$ cat config.mk
export PLATFORM = sky130hd
export DESIGN_NAME = cache_fill_fsm
export DESIGN_NICKNAME = d
export VERILOG_FILES = /design/src/rtl/cache_fill_fsm_pkg.sv /design/src/rtl/cache_fill_fsm_fill_counter.sv /design/src/rtl/cache_fill_fsm.sv
export SDC_FILE = /design/constraint.sdc
export NUM_CORES = 1
export LEC_CHECK = 0
export CAP_MARGIN = 20
export CORE_MARGIN = 4
export CORE_UTILIZATION = 30
export DETAILED_ROUTE_END_ITERATION = 8
export HOLD_SLACK_MARGIN = 0.02
export PLACE_DENSITY_LB_ADDON = 0.15
export SLEW_MARGIN = 20
export SYNTH_ARGS = -nofsm -noshare
export SYNTH_HDL_FRONTEND = slang
export SYNTH_HIERARCHICAL = 1
export SYNTH_SLANG_ARGS = --single-unit
$ cat constraint.sdc
create_clock -name clk -period 4.22 [get_ports clk]
set_clock_uncertainty 0.1 [all_clocks]
set_input_delay 0.422 -clock clk [delete_from_list [all_inputs] [get_ports clk]]
set_output_delay 0.422 -clock clk [all_outputs]
set_load 0.05 [all_outputs]
$ cat src/rtl/cache_fill_fsm_pkg.sv
// Shared types and defaults for the cache block fill controller.
package cache_fill_fsm_pkg;

  typedef enum logic {
    ST_IDLE = 1'b0,
    ST_FILL = 1'b1
  } fill_state_e;

  localparam int unsigned BLOCK_WORDS_DEF = 8;
  localparam int unsigned MEM_LATENCY_DEF = 4;
  localparam int unsigned CNT_W           = 4;
  localparam logic [15:0] BASE_MASK       = 16'hFFF0;

  // The word offset is OR-ed into the block-aligned base, so it can never carry into bit 4.
  function automatic logic [15:0] word_addr(input logic [15:0] base, input logic [2:0] word);
    return base | {12'h000, word, 1'b0};
  endfunction

endpackage

$ cat src/rtl/cache_fill_fsm_fill_counter.sv
// Word counter for a block fill: clears synchronously, counts on enable, saturates at MAX.
module fill_counter
  import cache_fill_fsm_pkg::*;
#(
  parameter int unsigned MAX = BLOCK_WORDS_DEF
) (
  input  logic             clk,
  input  logic             rst,
  input  logic             i_clr,
  input  logic             i_en,
  output logic [CNT_W-1:0] o_cnt
);

  localparam logic [CNT_W-1:0] LP_MAX = CNT_W'(MAX);

  logic [CNT_W-1:0] r_cnt;

  // Count register; clear has priority over enable.
  always_ff @(posedge clk or posedge rst) begin
    if (rst) begin
      r_cnt <= 4'd0;
    end else if (i_clr) begin
      r_cnt <= 4'd0;
    end else if (i_en && (r_cnt < LP_MAX)) begin
      r_cnt <= r_cnt + 4'd1;
    end else begin
      r_cnt <= r_cnt;
    end
  end

  assign o_cnt = r_cnt;

endmodule

$ cat src/rtl/cache_fill_fsm.sv
// Cache miss fill controller: issues one read per block word, writes returned words
// into the data array and writes the tag alongside the final word.
module cache_fill_fsm
  import cache_fill_fsm_pkg::*;
#(
  parameter int unsigned BLOCK_WORDS = BLOCK_WORDS_DEF,
  parameter int unsigned MEM_LATENCY = MEM_LATENCY_DEF
) (
  input  logic        clk,
  input  logic        rst,
  input  logic        miss_detected,
  input  logic [15:0] miss_address,
  output logic        fsm_busy,
  output logic        mem_en,
  output logic [15:0] memory_address,
  input  logic        memory_data_valid,
  input  logic [15:0] memory_data,
  output logic        write_data_array,
  output logic [2:0]  word_index,
  output logic [15:0] fill_data,
  output logic        write_tag_array
);

  localparam logic [CNT_W-1:0] LP_WORDS = CNT_W'(BLOCK_WORDS);
  localparam logic [CNT_W-1:0] LP_LAST  = CNT_W'(BLOCK_WORDS - 1);

  // word_index is 3 bits wide and response timing is count-driven, so these bounds are hard.
  if (BLOCK_WORDS < 1 || BLOCK_WORDS > 8 || MEM_LATENCY < 1) begin : g_bad_params
    $error("cache_fill_fsm: unsupported BLOCK_WORDS or MEM_LATENCY");
  end

  fill_state_e      r_state;
  fill_state_e      w_next_state;
  logic [15:0]      r_base;
  logic [CNT_W-1:0] w_req_cnt;
  logic [CNT_W-1:0] w_recv_cnt;
  logic             w_in_idle;
  logic             w_req_active;
  logic             w_wr;
  logic             w_last_word;

  assign w_in_idle    = (r_state == ST_IDLE);
  assign w_req_active = (r_state == ST_FILL) && (w_req_cnt < LP_WORDS);
  assign w_wr         = (r_state == ST_FILL) && memory_data_valid && (w_recv_cnt < LP_WORDS);
  assign w_last_word  = (w_recv_cnt == LP_LAST);

  // Counters sit at zero throughout IDLE, so every fill starts from word 0.
  fill_counter #(.MAX(BLOCK_WORDS)) u_req_cnt (
    .clk   (clk),
    .rst   (rst),
    .i_clr (w_in_idle),
    .i_en  (w_req_active),
    .o_cnt (w_req_cnt)
  );

  fill_counter #(.MAX(BLOCK_WORDS)) u_recv_cnt (
    .clk   (clk),
    .rst   (rst),
    .i_clr (w_in_idle),
    .i_en  (w_wr),
    .o_cnt (w_recv_cnt)
  );

  // State register.
  always_ff @(posedge clk or posedge rst) begin
    if (rst) begin
      r_state <= ST_IDLE;
    end else begin
      r_state <= w_next_state;
    end
  end

  // Block base address, captured when a miss is accepted.
  always_ff @(posedge clk or posedge rst) begin
    if (rst) begin
      r_base <= 16'h0000;
    end else if (w_in_idle && miss_detected) begin
      r_base <= miss_address & BASE_MASK;
    end else begin
      r_base <= r_base;
    end
  end

  // Next-state logic; a fill ends on the edge that retires the last word.
  always_comb begin
    w_next_state = r_state;
    case (r_state)
      ST_IDLE: begin
        if (miss_detected) begin
          w_next_state = ST_FILL;
        end else begin
          w_next_state = ST_IDLE;
        end
      end
      ST_FILL: begin
        if (w_wr && w_last_word) begin
          w_next_state = ST_IDLE;
        end else begin
          w_next_state = ST_FILL;
        end
      end
      default: w_next_state = ST_IDLE;
    endcase
  end

  // Output decode; array writes follow the returned data in the same cycle.
  always_comb begin
    mem_en           = 1'b0;
    memory_address   = 16'h0000;
    write_data_array = 1'b0;
    word_index       = 3'd0;
    write_tag_array  = 1'b0;
    case (r_state)
      ST_FILL: begin
        if (w_req_active) begin
          mem_en         = 1'b1;
          memory_address = word_addr(r_base, w_req_cnt[2:0]);
        end else begin
          mem_en         = 1'b0;
          memory_address = 16'h0000;
        end
        if (w_wr) begin
          write_data_array = 1'b1;
          word_index       = w_recv_cnt[2:0];
          write_tag_array  = w_last_word;
        end else begin
          write_data_array = 1'b0;
          word_index       = 3'd0;
          write_tag_array  = 1'b0;
        end
      end
      default: begin
        mem_en           = 1'b0;
        memory_address   = 16'h0000;
        write_data_array = 1'b0;
        word_index       = 3'd0;
        write_tag_array  = 1'b0;
      end
    endcase
  end

  assign fsm_busy  = (r_state == ST_FILL);
  assign fill_data = memory_data;

endmodule

==> impl_metrics.toml <==
[timing]
setup_viol_count_final = 0
fin_setup_tns_ps = 0
fmax_mhz = 374
rsz0062_at_grt = "false"
slew_headroom_pct = 46.6
layout_min_cycle_time_ps = 2670
report.final.hold_viol_count = 0
worst_pin_slew_ps = 797
fin_crit_sh_pct = 63.3
fin_ws_ps = 1550
slew_violations = 0

[yosys]
yosys.area_share.simple_pct = 19.4
syn-mean-instance-area_um2 = 11.5
ys_types = 21
ys_ff_latch = 21
synthXorXnorAreaFrac_pct = 2.90
synthesis.area_mm2 = 0.00121
synth_seq_area_share_pct = 43.4
synth.net_count = 143
yosys_warnings = 6
synthAdderAreaFrac_pct = 2.07
synth_top_family_by_area = "simple AND/OR/NAND/NOR gates"
synth_compound_area_share_pct = 2.17
synthCells = 105
synthMuxAreaShare_pct = 15.9

[clock_network]
clk_pin_slew_ps = 80
cts_resized = 0
cts_max_level = 1
cts_hold_buf = 0
clockRootBuffer = "clkbuf_8"
cts_buffers = 3
cts_buffer_depth = 2
cts_tree = "built"
post-cts-setup-buffer-count = 0
clock_latency_ps = 260
cts_sinks = 21

[global_routing]
grt.total_usage_pct = 9.26
grt_overflow = 0
grt_max_degree = 20
antenna_found_initial = 0
grt_pass1_vias = 808
globalRouteMet2Util_pct = 15.1
grt_util_met1_pct = 10.8
grt_busiest_layer = "met2"
grt.met3_usage_pct = 3.93
grt_pass1_wl_mm = 3.76

[layout]
fillers = 370
area_delta_synth_final_pct = 26.9
nNetsFinal = 165
final_layout_size_suffix_gt1_share_pct = 17.5
utilization_pct = 40.7
antenna_cells = 0

[worst_hold_path]
hp-class = "in -> async"

[power_and_ir_drop]
power_density_mw_per_mm2 = 905
power_mw = 1.39
power_leakage_nw = 0.668
irDropWorstVdd_v = 0.000363

[route]
ant_nets = 0
first_pass_iters = 3
drc = 0
routedWlPerCell_um = 13.1
vias_per_cell = 4.36
first_iter_violations = 18
vias = 759
drt_wl_total_mm = 2.29

[flow_run]
cap_viol_max_count = 0

[critical_path]
crit_family = "buffers and inverters"
cpMostUsedCell = "clkdlybuf4s50_1"
rr_worst_depth = 2
crit_chain = "clkdlybuf4s50_1 > and3b_2 > and4_1 > clkdlybuf4s50_1"
rr_startpoint = "fsm_busy"
reg2reg_to = "r_base[9]"
cp-end-kind = "output pin"
slowest_stage = "clkdlybuf4s50_1"
crit_fanout = 8
cp.arrival_ps = 2150
crit_type = "in -> out"
cp-start-kind = "input port"
regToRegSetupSlack_ps = 2480
crit_buf_inv = 2
critical_path.max_stage_delay_ps = 800
required_ps = 3700

[floorplanning]
io_pins = 75
die_x_um = 71.5
rows = 22
die_area_mm2 = 0.00511
core_mm2 = 0.00377
start_util_pct = 32.1
die-height_um = 71.5

[placement]
hpwl_mm = 1.75
port_buffers = 37
place_ws_ps = 1540
gp_congestion = 0.725

[run_status]
status = "completed"
[layout by cell type (no fill, tap or decap)]
cell type / netlist / layout
clkdlybuf4s50_1: 0 / 37
and2b_2: 1 / 1
dfrtp_1: 21 / 21
nor2_1: 9 / 9
mux2_4: 10 / 10
nor2b_2: 1 / 1
clkinv_2: 0 / 1
clkbuf_8: 0 / 3
and4_1: 1 / 1
xor2_1: 2 / 2
mux2_2: 2 / 2
xnor2_1: 2 / 2
nor2b_4: 2 / 2
mux2i_1: 2 / 2
and2_1: 18 / 18
ha_1: 2 / 2
inv_1: 4 / 4
nand3b_1: 2 / 2
a41oi_1: 3 / 3
conb_1: 1 / 1
and3b_2: 2 / 2
[layout make-up]
cell class	instances	area [µm²]	share of cell area [%]
Clock buffer	3	41.3	2.69
Clock inverter	1	5.00	0.326
Inverter	4	15.0	0.978
Multi-Input combinational cell	60	518	33.7
Sequential cell	21	526	34.2
Tap cell	48	60.1	3.91
Timing Repair Buffer	37	370	24.1
[routing by layer]
layer | routed length (µm) | part of all wire [%]
met3 | 209 | 9.1
met1 | 943 | 41
met2 | 1100 | 48
met5 | 0 | 0
met4 | 36 | 1.6
[registers in the layout, summed over array words and instances (netlist names)]
register,count
u_recv_cnt/o_cnt,4
fsm_busy,1
r_base,12
u_req_cnt/o_cnt,4
[Yosys cell counts]
cell	number	area [µm²]
buf_6	1	11.3
buf_2	1	5.00
nor2_1	9	33.8
mux2i_1	2	20.0
conb_1	1	3.75
and3b_2	2	20.0
nor2b_2	1	8.76
mux2_2	2	22.5
xnor2_1	2	17.5
nand3b_1	2	15.0
xor2_1	2	17.5
ha_1	2	25.0
inv_1	4	15.0
and4_1	1	8.76
nor2b_4	2	27.5
a41oi_1	3	26.3
buf_4	18	135
and2b_2	1	8.76
dfrtp_1	21	526
and2_1	18	113
mux2_4	10	150
[through the flow]
step / hold WS [ps] / area, µm² / cells
after floorplan: 88.1 / 1210 / 105
after global placement: 382 / 1490 / 170
after detailed placement: 388 / 1490 / 170
after CTS: 320 / 1540 / 174
after global routing: 343 / 1540 / 174
final: 313 / 1540 / 174
[power by group]
group	switching, mW	total (mW)	leakage, nW	internal (mW)
logic	0.517	0.879	0.389	0.362
clock network	0.0655	0.131	0.0255	0.0657
registers	0.0791	0.379	0.253	0.300
total	0.661	1.39	0.668	0.728
[cell families after synthesis]
kind of cell | after synthesis
buf+inv | 24
other cells | 1
xor+xnor | 4
simple gates | 36
compound gates | 3
flops | 21
fa+ha+maj | 2
mux | 14
[worst reg2reg max path: stages (launching register included)]
cell and delay [ps]:
dfrtp_1 460, nor2b_2 660, mux2_2 410
[how the worst max path moves through the flow]
stage	startpoint	to	slack (ps)	depth (start not counted)
after floorplan	fsm_busy	memory_address[10]	2050	3
after global placement	memory_data_valid	write_tag_array	1560	4
after detailed placement	memory_data_valid	write_tag_array	1540	4
after CTS	memory_data_valid	write_tag_array	1540	4
after global routing	fsm_busy	memory_address[8]	1470	3
final	memory_data_valid	write_tag_array	1550	4
(Power assumes the default switching activity.)
==> edit 1: new RTL, same flow settings <==
`CNT_W`: 4 -> 6.
--- a/src/rtl/cache_fill_fsm_pkg.sv
+++ b/src/rtl/cache_fill_fsm_pkg.sv
@@ -9,5 +9,5 @@
   localparam int unsigned BLOCK_WORDS_DEF = 8;
   localparam int unsigned MEM_LATENCY_DEF = 4;
-  localparam int unsigned CNT_W           = 4;
+  localparam int unsigned CNT_W           = 6;
   localparam logic [15:0] BASE_MASK       = 16'hFFF0;
 
Formal check against the unedited RTL: no difference found for any inputs over 10 cycles, from zero or initial values and one cycle with rst high; that may be too few to reach the edited logic, so the function may still have changed.
==> edit 1 against the unedited design <==
  * Worst setup slack worse by 0.41 ns
  * Largest power group unchanged
  * Synthesized area is 17% higher
  * Global-route usage grew 0.51 points
  * Hold slack improved by 0.015 ns
  * Total power grew 7.5%
  * Die area rose by 15%
  * Sequential cell count is 4 higher
  * Final area rose by 13%
  * Routed wire length rose by 22%
  * Critical path depth down 1
==> edit 1: results (changes against the unedited design) <==
STA:
- The worst hold slack is 0.329 ns (+0.0155 ns).
- The final worst-path cycle share came to 73.1% (+9.8 points).
- The slew at the pin closest to its max-slew limit is 0.690 ns (-0.106 ns).

Global route:
- The via count of the first global-routing pass is 926 (+15%).
- The first-pass GRT wire length is 4670 microns (+24%).
- The met3 demand-to-capacity share in global routing is 3.16% (-0.77 points).
- The global-route usage over all layers is 9.76% (+0.51 points).

Routing:
- The iteration-0 DRC count of the detailed router is 58 (+40).
- The met1 wire length is 1300 microns (+37%).
- The via count is 892 (+18%).
- The total wirelength of the detailed-routed design is 2780 microns (+22%).
- The amount of wire on met3 after detailed routing is 198 microns (-5.3%).
- The via count normalized by instance count is 4.69 (+7.6%).
- The total met2 wirelength after detailed routing is 1210 microns (+11%).
- The number of iterations in the first detailed-routing pass is 4 (+1).

Worst setup path:
- The capture point of the critical path is memory_address[15].
- Grouping stages by cell kind, the critical path spends the most delay in simple AND/OR/NAND/NOR gates.
- The endpoint of the worst-slack reg-to-reg timing path is u_req_cnt/o_cnt[2].
- The endpoint arrival time on the critical path is 2.56 ns (+0.41 ns).
- The setup slack of the most critical reg-to-reg path was 1.95 ns (-0.53 ns).
- The highest net fanout along the worst path came to 17 (+9).
- The number of cells on the worst reg-to-reg path came to 4 (+2).

Logic synthesis:
- The average size of a mapped cell is 12.1 sq um (+5.0%).
- By count the netlist is led by 25 x dfrtp_1, 18 x and2_1, 17 x buf_4, 10 x mux2_4, 9 x nor2_1.
- Yosys attributes the largest share of cell area to dfrtp_1 44%, mux2_4 11%, buf_4 9.0%.
- The post-synthesis sequential area ratio came to 44.2% (+0.78 points).
- The synthesized netlist net count is 155 (+8.4%).

Outcome:
- The run finished with clean final reports.

Power and ir drop:
- The sequential fraction of design power is 28.3% (+1.0 points).
- The reported combinational group power is 929 uW (+5.7%).
- The maximum vdd drop is 0.324 mV (-11%).
- The reported sequential group power came to 423 uW (+12%).
- The leakage dissipation is 0.780 nW (+17%).
- The switching component of the power was 703 uW (+6.4%).

Final layout:
- The share of final-layout standard cells stronger than drive strength 1 is 15.2% (-2.2 points).

Placed design:
- The HPWL reported at the end of detailed placement is 2070 microns (+18%).
- The cell area after placement is 0.00169 sq mm (+13%).
- The placed cell count is 186 (+9.4%).
- The final weighted congestion of routability-driven global placement is 0.699 (-3.6%).
- The pre-CTS setup slack is 1.35 ns (-0.193 ns).
==> edit 1: cell families (layout without fill, tap and decap cells) <==
| logic type | after synthesis | count (layout) | synth area share [%] |
|---|---|---|---|
| AND/OR/NAND/NOR | 42 | 42 | 22.6 |
| flip-flops | 25 | 25 | 44.2 |
| buffers and inverters | 24 | 45 | 12.5 |
| multiplexers | 14 | 14 | 13.6 |
| AO/OA/AOI/OAI | 7 | 7 | 3.80 |
| adder cells (fa/ha/maj) | 2 | 2 | 1.77 |
| XOR/XNOR | 2 | 2 | 1.24 |
| other | 1 | 1 | 0.265 |
==> edit 1: cell type report <==
| type | instances | area (sq um) |
|---|---|---|
| Fill cell | 429 | 2740 |
| Sequential cell | 25 | 626 |
| Multi-Input combinational cell | 68 | 613 |
| Timing Repair Buffer | 37 | 370 |
| Tap cell | 52 | 65.1 |
| Clock buffer | 3 | 41.3 |
| Inverter | 4 | 15.0 |
| Clock inverter | 1 | 5.00 |
==> edit 2: new RTL, same settings <==
Made on the original files. Reset style: synchronous (`rst`), changed in 3 clocked blocks.
--- a/src/rtl/cache_fill_fsm_fill_counter.sv
+++ b/src/rtl/cache_fill_fsm_fill_counter.sv
@@ -17,5 +17,5 @@
 
   // Count register; clear has priority over enable.
-  always_ff @(posedge clk or posedge rst) begin
+  always_ff @(posedge clk) begin
     if (rst) begin
       r_cnt <= 4'd0;
--- a/src/rtl/cache_fill_fsm.sv
+++ b/src/rtl/cache_fill_fsm.sv
@@ -63,5 +63,5 @@
 
   // State register.
-  always_ff @(posedge clk or posedge rst) begin
+  always_ff @(posedge clk) begin
     if (rst) begin
       r_state <= ST_IDLE;
@@ -72,5 +72,5 @@
 
   // Block base address, captured when a miss is accepted.
-  always_ff @(posedge clk or posedge rst) begin
+  always_ff @(posedge clk) begin
     if (rst) begin
       r_base <= 16'h0000;
Check against the original RTL: differs if rst is asserted again (counterexample within 4 cycles, from zero or initial values and one cycle with rst high); with rst held inactive, the same outputs for 10 cycles.
==> edit 2 against the unedited design <==
  * Worst setup slack got worse by 0.12 ns
  * Die area shrank 7.2%
  * Via count grew 16%
  * Routed wire length increased by 2.3%
  * Sequential cell count did not move
  * Final area shrank 6.9%
  * Synthesized area is 8.1% lower
Power is left out: it rests on default switching activity, and per cell area and clock period it moved more than threefold.
==> edit 2: results (changes against the unedited design) <==
Worst setup path:
- The endpoint arrival time on the critical path is 2.27 ns (+0.12 ns).
- The source of the worst register-to-register timing path is fsm_busy.
- The worst setup path is launched from a register.
- The highest net fanout along the worst path was 19 (+11).

Placed design:
- The cell area after placement is 0.00138 sq mm (-7.1%).
- The HPWL reported at the end of detailed placement is 1740 microns (-0.60%).
- The pre-CTS setup slack came to 1.53 ns (-0.0140 ns).
- The final weighted congestion of routability-driven global placement came to 0.706 (-2.6%).

Outcome:
- The flow ran to the end, and the final reports show no timing, DRC or antenna violations.

Logic synthesis:
- The post-synthesis sequential area ratio is 37.8% (-5.6 points).
- In the post-synthesis netlist, the biggest area contributors are dfxtp_1 38%, buf_4 13%, and2_1 10%.
- The share of synthesized flip-flops with an asynchronous set or reset is 0% (-100 points).
- The main flop type after synthesis is dfxtp_1.
- The commonest cells after synthesis are 24 x nand2_1, 21 x dfxtp_1, 19 x buf_4, 18 x and2_1, 12 x a21oi_1.
- The post-synthesis cell type count is 25 (+19%).
- The synthesized netlist net count came to 166 (+16%).

Routing:
- The number of iterations in the first detailed-routing pass is 4 (+1).
- The iteration-0 DRC count of the detailed router is 37 (+19).
- The total wirelength of the detailed-routed design is 2340 microns (+2.3%).
- The via count is 879 (+16%).

Min path:
- The min-delay analysis places its worst path in the category reg -> reg.

Final layout:
- The area overhead of the layout relative to synthesis is 28.5%.
- The total of fill cells in the finished design is 381 (+3.0%).
- The share of final-layout standard cells stronger than drive strength 1 is 8.78% (-8.7 points).
- The count of nets after finishing is 187 (+13%).

Global route:
- The first-pass GRT wire length is 3890 microns (+3.5%).
- The via count of the first global-routing pass is 892 (+10%).
- The global-route usage over all layers is 10.7% (+1.5 points).
[edit 2: changes by cell type in the layout (fill, tap and decap cells not counted), sizes merged]
| cell | unedited run | this run |
|---|---|---|
| nor3 | 0 | 9 |
| nor2b | 3 | 2 |
| inv | 4 | 1 |
| a21oi | 0 | 12 |
| nor2 | 9 | 2 |
| dfrtp | 21 | 0 |
| nand2b | 0 | 1 |
| dfxtp | 0 | 21 |
| a41oi | 3 | 2 |
| mux2 | 12 | 0 |
| nand2 | 0 | 24 |
[edit 2: kinds of logic (layout without fill, tap and decap cells)]
group	Yosys count	after routing	synth area share, %
AO/OA/AOI/OAI	14	14	6.97
flip-flops	21	21	37.8
adder cells (fa/ha/maj)	2	2	2.25
XOR/XNOR	4	4	3.15
multiplexers	2	2	1.80
buffers and inverters	22	42	14.5
AND/OR/NAND/NOR	62	62	33.2
other	1	1	0.337
[edit 2: layout make-up]
class	instances	area share, %
Clock inverter	1	0.350
Clock buffer	3	2.89
Inverter	1	0.263
Sequential cell	21	29.4
Timing Repair Buffer	37	25.9
Multi-Input combinational cell	85	37.1
Tap cell	46	4.03
[edit 2: path summary, 6_finish.rpt]
path | end | slack (ns) | cells after the start
worst max-delay path | memory_address[6] | 1.43 | 4
worst max register to register | u_req_cnt/o_cnt[1] | 2.50 | 5
worst min-delay path | r_base[11] | 0.35 | 2
worst min register to register | r_base[11] | 0.35 | 2
[edit 2: routing by layer]
metal  vias up  track usage [%]  routed length, microns
met1       400             12.8                     992
li1        438                -                       -
met2        27             18.3                    1140
met4         0             5.60                      48
met5         -                0                       0
met3        14             1.78                     161
[edit 2: stage by stage]
stage / std cells / hold WS [ns]
floorplan: 128 / 0.326
finish: 194 / 0.354
global placement: 190 / 0.338
CTS: 194 / 0.356
global route: 194 / 0.378
detailed placement: 190 / 0.345
[edit 2: critical path, cell delays in order (launching register included)]
cell and delay, ns:
dfxtp_1 0.43, inv_1 0.22, nor2_4 0.35, and2_1 0.19
clkdlybuf4s50_1 0.80
